## config.mk

```make
export PLATFORM = sky130hd
export DESIGN_NAME = mfp_als_spi_responder
export DESIGN_NICKNAME = d
export VERILOG_FILES = /design/src/rtl/mfp_als_spi_responder_pkg.sv /design/src/rtl/mfp_sync_edge_detect.sv /design/src/rtl/mfp_als_spi_responder.sv
export SDC_FILE = /design/constraint.sdc
export NUM_CORES = 1
export LEC_CHECK = 0
export ABC_AREA = 1
export BUFFER_PORTS_ARGS = -buffer_cell sky130_fd_sc_hd__buf_2
export CORE_MARGIN = 3
export CORE_UTILIZATION = 55
export CTS_CLUSTER_DIAMETER = 30
export DETAILED_ROUTE_END_ITERATION = 12
export PLACE_DENSITY = 0.77
export SETUP_SLACK_MARGIN = 0.4
export SLEW_MARGIN = 20
export SYNTH_ARGS = -nofsm -noshare
export SYNTH_HDL_FRONTEND = slang
export SYNTH_SLANG_ARGS = --single-unit
export TNS_END_PERCENT = 1
```

## constraint.sdc

```tcl
create_clock -name clk -period 1.39 [get_ports clk]
set_input_delay 0.139 -clock clk [delete_from_list [all_inputs] [get_ports clk]]
set_output_delay 0.139 -clock clk [all_outputs]
set_load 0.01 [all_outputs]
```

## src/rtl/mfp_als_spi_responder_pkg.sv

```systemverilog
// Shared constants for the ALS SPI responder: default frame geometry
// and the responder state encoding.
package mfp_als_spi_responder_pkg;

    localparam int MFP_ALS_LEAD_ZEROS  = 3;
    localparam int MFP_ALS_DATA_WIDTH  = 8;
    localparam int MFP_ALS_TRAIL_ZEROS = 4;
    localparam int MFP_ALS_SYNC_STAGES = 2;

    typedef enum logic [1:0] {
        ST_WAIT_IDLE = 2'd0,
        ST_IDLE      = 2'd1,
        ST_SHIFT     = 2'd2
    } als_state_e;

endpackage

```

## src/rtl/mfp_sync_edge_detect.sv

```systemverilog
// Multi-flop synchronizer for one asynchronous pin, with a synchronized
// level and single-cycle rise/fall pulses derived from it.
module mfp_sync_edge_detect #(
    parameter int SYNC_STAGES = 2
) (
    input  logic clk,
    input  logic resetn,
    input  logic async_i,
    output logic level_o,
    output logic rise_o,
    output logic fall_o
);

    logic [SYNC_STAGES-1:0] sync_q;
    logic                   prev_q;

    // Synchronizer chain plus one history flop for edge detection.
    // Reset to 0 so a pin that is already high after reset is not taken
    // as a valid idle level until it has really propagated through.
    always_ff @(posedge clk) begin
        if (!resetn) begin
            sync_q <= '0;
            prev_q <= 1'b0;
        end else begin
            sync_q <= {sync_q[SYNC_STAGES-2:0], async_i};
            prev_q <= sync_q[SYNC_STAGES-1];
        end
    end

    assign level_o = sync_q[SYNC_STAGES-1];
    assign rise_o  =  level_o & ~prev_q;
    assign fall_o  = ~level_o &  prev_q;

endmodule

```

## src/rtl/mfp_als_spi_responder.sv

```systemverilog
// SPI slave emulating an ADC081S021-style ambient light sensor.
// Optional build macro: MFP_ALS_RESPONDER_RAMP_EN -- serve an internal
// ramp (incremented on each completed frame) instead of sample_in.
module mfp_als_spi_responder
    import mfp_als_spi_responder_pkg::*;
#(
    parameter int DATA_WIDTH  = MFP_ALS_DATA_WIDTH,
    parameter int LEAD_ZEROS  = MFP_ALS_LEAD_ZEROS,
    parameter int TRAIL_ZEROS = MFP_ALS_TRAIL_ZEROS,
    parameter int SYNC_STAGES = MFP_ALS_SYNC_STAGES
) (
    input  logic                  clk,
    input  logic                  resetn,
    input  logic [DATA_WIDTH-1:0] sample_in,
    input  logic                  spi_cs,
    input  logic                  spi_sck,
    output logic                  spi_sdo,
    output logic                  spi_sdo_oe,
    output logic                  busy,
    output logic                  frame_done,
    output logic                  frame_abort
);

    localparam int FRAME_BITS = LEAD_ZEROS + DATA_WIDTH + TRAIL_ZEROS;
    localparam int CNT_W      = $clog2(FRAME_BITS + 1);
    localparam logic [CNT_W-1:0] CNT_MAX  = CNT_W'(FRAME_BITS);
    localparam logic [CNT_W-1:0] CNT_DONE = CNT_W'(FRAME_BITS - 1);

    als_state_e              state_q, state_d;
    logic [FRAME_BITS-1:0]   shreg_q, shreg_d;
    logic [CNT_W-1:0]        cnt_q, cnt_d;
    logic                    done_q, done_d;
    logic                    abort_q, abort_d;
    logic [DATA_WIDTH-1:0]   load_data;

    logic cs_level, cs_rise, cs_fall;
    logic sck_level_unused, sck_rise_unused, sck_fall;

    mfp_sync_edge_detect #(.SYNC_STAGES(SYNC_STAGES)) u_sync_cs (
        .clk     (clk),
        .resetn  (resetn),
        .async_i (spi_cs),
        .level_o (cs_level),
        .rise_o  (cs_rise),
        .fall_o  (cs_fall)
    );

    mfp_sync_edge_detect #(.SYNC_STAGES(SYNC_STAGES)) u_sync_sck (
        .clk     (clk),
        .resetn  (resetn),
        .async_i (spi_sck),
        .level_o (sck_level_unused),
        .rise_o  (sck_rise_unused),
        .fall_o  (sck_fall)
    );

`ifdef MFP_ALS_RESPONDER_RAMP_EN
    logic [DATA_WIDTH-1:0] ramp_q;
    logic                  unused_sample;

    // Test ramp: advances once per completed frame, aborts leave it alone.
    always_ff @(posedge clk) begin
        if (!resetn) ramp_q <= '0;
        else if (done_d) ramp_q <= ramp_q + 1'b1;
    end

    assign load_data     = ramp_q;
    assign unused_sample = ^sample_in;
`else
    assign load_data = sample_in;
`endif

    // State, shift register, counter and completion pulses.
    always_ff @(posedge clk) begin
        if (!resetn) begin
            state_q <= ST_WAIT_IDLE;
            shreg_q <= '0;
            cnt_q   <= '0;
            done_q  <= 1'b0;
            abort_q <= 1'b0;
        end else begin
            state_q <= state_d;
            shreg_q <= shreg_d;
            cnt_q   <= cnt_d;
            done_q  <= done_d;
            abort_q <= abort_d;
        end
    end

    // Frame sequencing; a CS rise takes priority over a coincident SCK fall.
    always_comb begin
        state_d = state_q;
        shreg_d = shreg_q;
        cnt_d   = cnt_q;
        done_d  = 1'b0;
        abort_d = 1'b0;
        case (state_q)
            ST_WAIT_IDLE: begin
                if (cs_level) state_d = ST_IDLE;
            end
            ST_IDLE: begin
                if (cs_fall) begin
                    shreg_d = FRAME_BITS'(load_data) << TRAIL_ZEROS;
                    cnt_d   = '0;
                    state_d = ST_SHIFT;
                end
            end
            ST_SHIFT: begin
                if (cs_rise) begin
                    state_d = ST_IDLE;
                    if (cnt_q >= CNT_DONE) done_d  = 1'b1;
                    else                   abort_d = 1'b1;
                end else if (sck_fall) begin
                    shreg_d = {shreg_q[FRAME_BITS-2:0], 1'b0};
                    if (cnt_q != CNT_MAX) cnt_d = cnt_q + 1'b1;
                end
            end
            default: state_d = ST_WAIT_IDLE;
        endcase
    end

    assign spi_sdo     = shreg_q[FRAME_BITS-1];
    assign busy        = (state_q == ST_SHIFT);
    assign spi_sdo_oe  = busy;
    assign frame_done  = done_q;
    assign frame_abort = abort_q;

endmodule
```

==> out/results.ini <==
[status]
outcome=completed

[synth]
synth_flop_cell=dfxtp_1
synth_edf_count=0
synth_top_family_by_area=simple AND/OR/NAND/NOR gates
yosys.area_share.simple_pct=31.6
yosysUniqueCellTypes=22
synth_xor_area_share_pct=0.745
ys_warn_count=0
synthCells=160
yosysSeqAreaShare_pct=42.6
muxShareOfSynthArea_pct=0
syn_nets=174
async_flop_share_pct=0
avgSynthCellArea_um2=7.34
ys_ff_latch=25
synthAdderAreaFrac_pct=2.13
syn_area_mm2=0.00117
synth_compound_gate_area_share_pct=12.1

[finish]
nets=196
fillers=174
multi_input_comb_area_um2=548
syn_to_final_growth_pct=14.3
regArea_um2=504
antennaDiodeCount=0
drive_gt1_share_pct=30.4

[floorplanning]
die_area_mm2=0.00273
initial_core_util_pct=58.7
fp.dieH_um=52.2
coreArea_mm2=0.00200
floorplan.die.width_um=52.2
ios=17
std_cell_rows=16

[clock_tree]
cts_tree=built
root_buffer=clkbuf_4
clk_pin_slew_ns=0.12
cts.sinks=25
h-tree-depth=1
clockBufferDepth=2
hold_buffers=0
insertion_delay_ns=0.31
numCtsBuffers=3

[critical_path]
critPathLaunch=state_q[1]$_SDFFE_PN0P_
cp-endpoint=busy
slowest_stage=dfxtp_2
crit_chain=inv_2 -> nor2_4 -> buf_6 -> buf_6
critPathRequiredTime_ns=1.25
crit_path_end_kind=primary output
critPathLaunchType=flip-flop
timing.rr.end=shreg_q[5]$_SDFFE_PN0P_
cp.arrival_ns=1.14
r2r_slack_ns=0.13
path_class=reg2out
cpMostUsedCell=buf_6
slowest_delay_ns=0.36
worst-r2r-cell-count=8
path_max_fanout=5
rr_startpoint=state_q[1]$_SDFFE_PN0P_

[timing]
rsz0062_at_grt=yes
finalCriticalPeriod_ns=1.28
setup_slack_ns=0.111
slew_headroom_pct=80.5
report.final.slew_viol_count=0
tns_ns=0
setup_viol=0
hold_viol=0
max_freq_ghz=0.782
post-route-period-util_pct=92.0
fin_skew_ns=0.0109
tightest_slew_ns=0.289

[global_routing]
grt_pass1_wl_um=3680
grt_pass1_vias=898
antenna_found_initial=0
grt_max_degree=14
grt_usage_pct=18.3
globalRouteOverflowTotal=0

[power]
clkPwrFrac_pct=27.6
leakage_nw=0.667
ir_worst_vdd_mv=0.630
swShare_pct=23.2
combPwrFrac_pct=7.8
p_switching_w=0.000265
power.internal_w=0.000880
p_seq_share_pct=64.6
p_per_area_mw_per_mm2=853

[detailed_routing]
drc=0
viasPerCell=4.68
dr.pass1.iters=4
num_vias=973
drt_iter0_drc=14
drt-wirelength-per-cell_um=10.3
drt.antenna.violating_nets=0
wl_um=2150

[hold_path]
worstHoldPathType=in2reg
hold_start=spi_sck

[placement]
hpwlAfterDp_um=1630
finalWeightedCongestion=0.828
pre_cts_ws_ns=0.0651
io_buffer_count=16

[flow_run]
cap_violations=0

cell usage after synthesis, types with 2 or more instances:
master	n	share of area [%]
a21oi_1	3	1.3
nand3_1	4	1.7
nand2_4	2	1.9
inv_2	3	0.96
nand2_1	45	14
o21ai_0	3	1.3
buf_2	2	0.85
ha_1	2	2.1
buf_6	2	1.9
dfxtp_1	25	43
nor2_2	3	1.6
a21oi_2	3	2.2
inv_1	18	5.8
nand2_2	2	1.1
nor2_1	27	8.6
o21ai_2	9	6.7
buf_4	2	1.3
state kept, by name, summed over array words and instances (netlist names):
signal	flops
cnt_q	4
frame_abort	1
frame_done	1
shreg_q	11
state_q	2
u_sync_cs.prev_q	1
u_sync_cs.sync_q	2
u_sync_sck.prev_q	1
u_sync_sck.sync_q	2
worst min path at each step:
stage | depth (start not counted) | slack, ns | to
finish | 3 | 0.009 | u_sync_sck.sync_q[0]$_SDFF_PN0_
global route | 3 | 0.01 | u_sync_sck.sync_q[0]$_SDFF_PN0_
CTS | 3 | 0.003 | u_sync_sck.sync_q[0]$_SDFF_PN0_
detailed placement | 3 | 0.33 | u_sync_sck.sync_q[0]$_SDFF_PN0_
global placement | 3 | 0.32 | u_sync_sck.sync_q[0]$_SDFF_PN0_
floorplan | 2 | 0.24 | u_sync_cs.sync_q[0]$_SDFF_PN0_
cells in the final DEF, fill, tap and decap left out:
master / instances
a21oi_1: 3
a21oi_2: 3
buf_2: 14
buf_4: 6
buf_6: 3
clkbuf_1: 1
clkbuf_4: 3
dfxtp_1: 22
dfxtp_2: 3
ha_1: 2
inv_1: 16
inv_2: 4
inv_4: 1
nand2_1: 45
nand2_2: 2
nand2_4: 2
nand3_1: 4
nand3_2: 1
nand4_1: 1
nor2_1: 27
nor2_2: 3
nor2_4: 1
o211ai_1: 1
o21ai_0: 3
o21ai_2: 9
xor2_1: 1
critical path: cells and delay by family (launching register included):
| kind | cells | cell delay [ns] |
|---|---|---|
| buffers and inverters | 3 | 0.30 |
| flip-flops | 1 | 0.36 |
| AND/OR/NAND/NOR | 1 | 0.18 |
routing by layer:
metal | vias up | track usage [%] | routed length, um
li1 | 525 | - | -
met1 | 426 | 23.0 | 1070
met2 | 16 | 29.1 | 956
met3 | 6 | 2.85 | 71
met4 | 0 | 11.1 | 46
met5 | - | 0 | 0
through the flow:
| step | util, % | instances | hold WS [ns] | total power, W | cell area (um^2) |
|---|---|---|---|---|---|
| floorplan | - | 160 | 0.237 | 0.000815 | 1180 |
| global placement | 63.7 | 201 | 0.321 | 0.000839 | 1270 |
| detailed placement | 63.7 | 201 | 0.328 | 0.000844 | 1270 |
| CTS | 67.1 | 208 | 0.00256 | 0.00115 | 1340 |
| global route | 67.1 | 208 | 0.0129 | 0.00119 | 1340 |
| finish | 67.1 | 208 | 0.00936 | 0.00114 | 1340 |
power by group through the flow:
stage,clock network [W],logic (W),registers (W)
after floorplan,0,0.0000614,0.000753
final,0.000316,0.0000892,0.000739
after global routing,0.000351,0.000102,0.000741
after CTS,0.000324,0.0000895,0.000740
after global placement,0,0.0000845,0.000755
after detailed placement,0,0.0000881,0.000756
cells by family (layout without fill, tap and decap cells):
group                      after synthesis  in the layout
and+or+nand+nor                         86             86
buffers and inverters                   27             48
DFF                                     25             25
AOI/OAI and AO/OA                       19             19
adders and majority gates                2              2
xor gates and xnor gates                 1              1
timing repair:
action / 4_1_cts / 5_1_grt
buffers inserted: 3 / 0
setup endpoints to repair: 19 / 19
resized for setup: 4 / 0
pin swaps: 1 / 0
layout make-up:
class / count / area share, %
multi-input combinational: 108 / 40.8
sequential: 25 / 37.6
timing repair buffer: 23 / 11.1
inverter: 21 / 6.06
tap: 27 / 2.52
clock buffer: 4 / 1.96
Power figures use the tool's default switching activity.
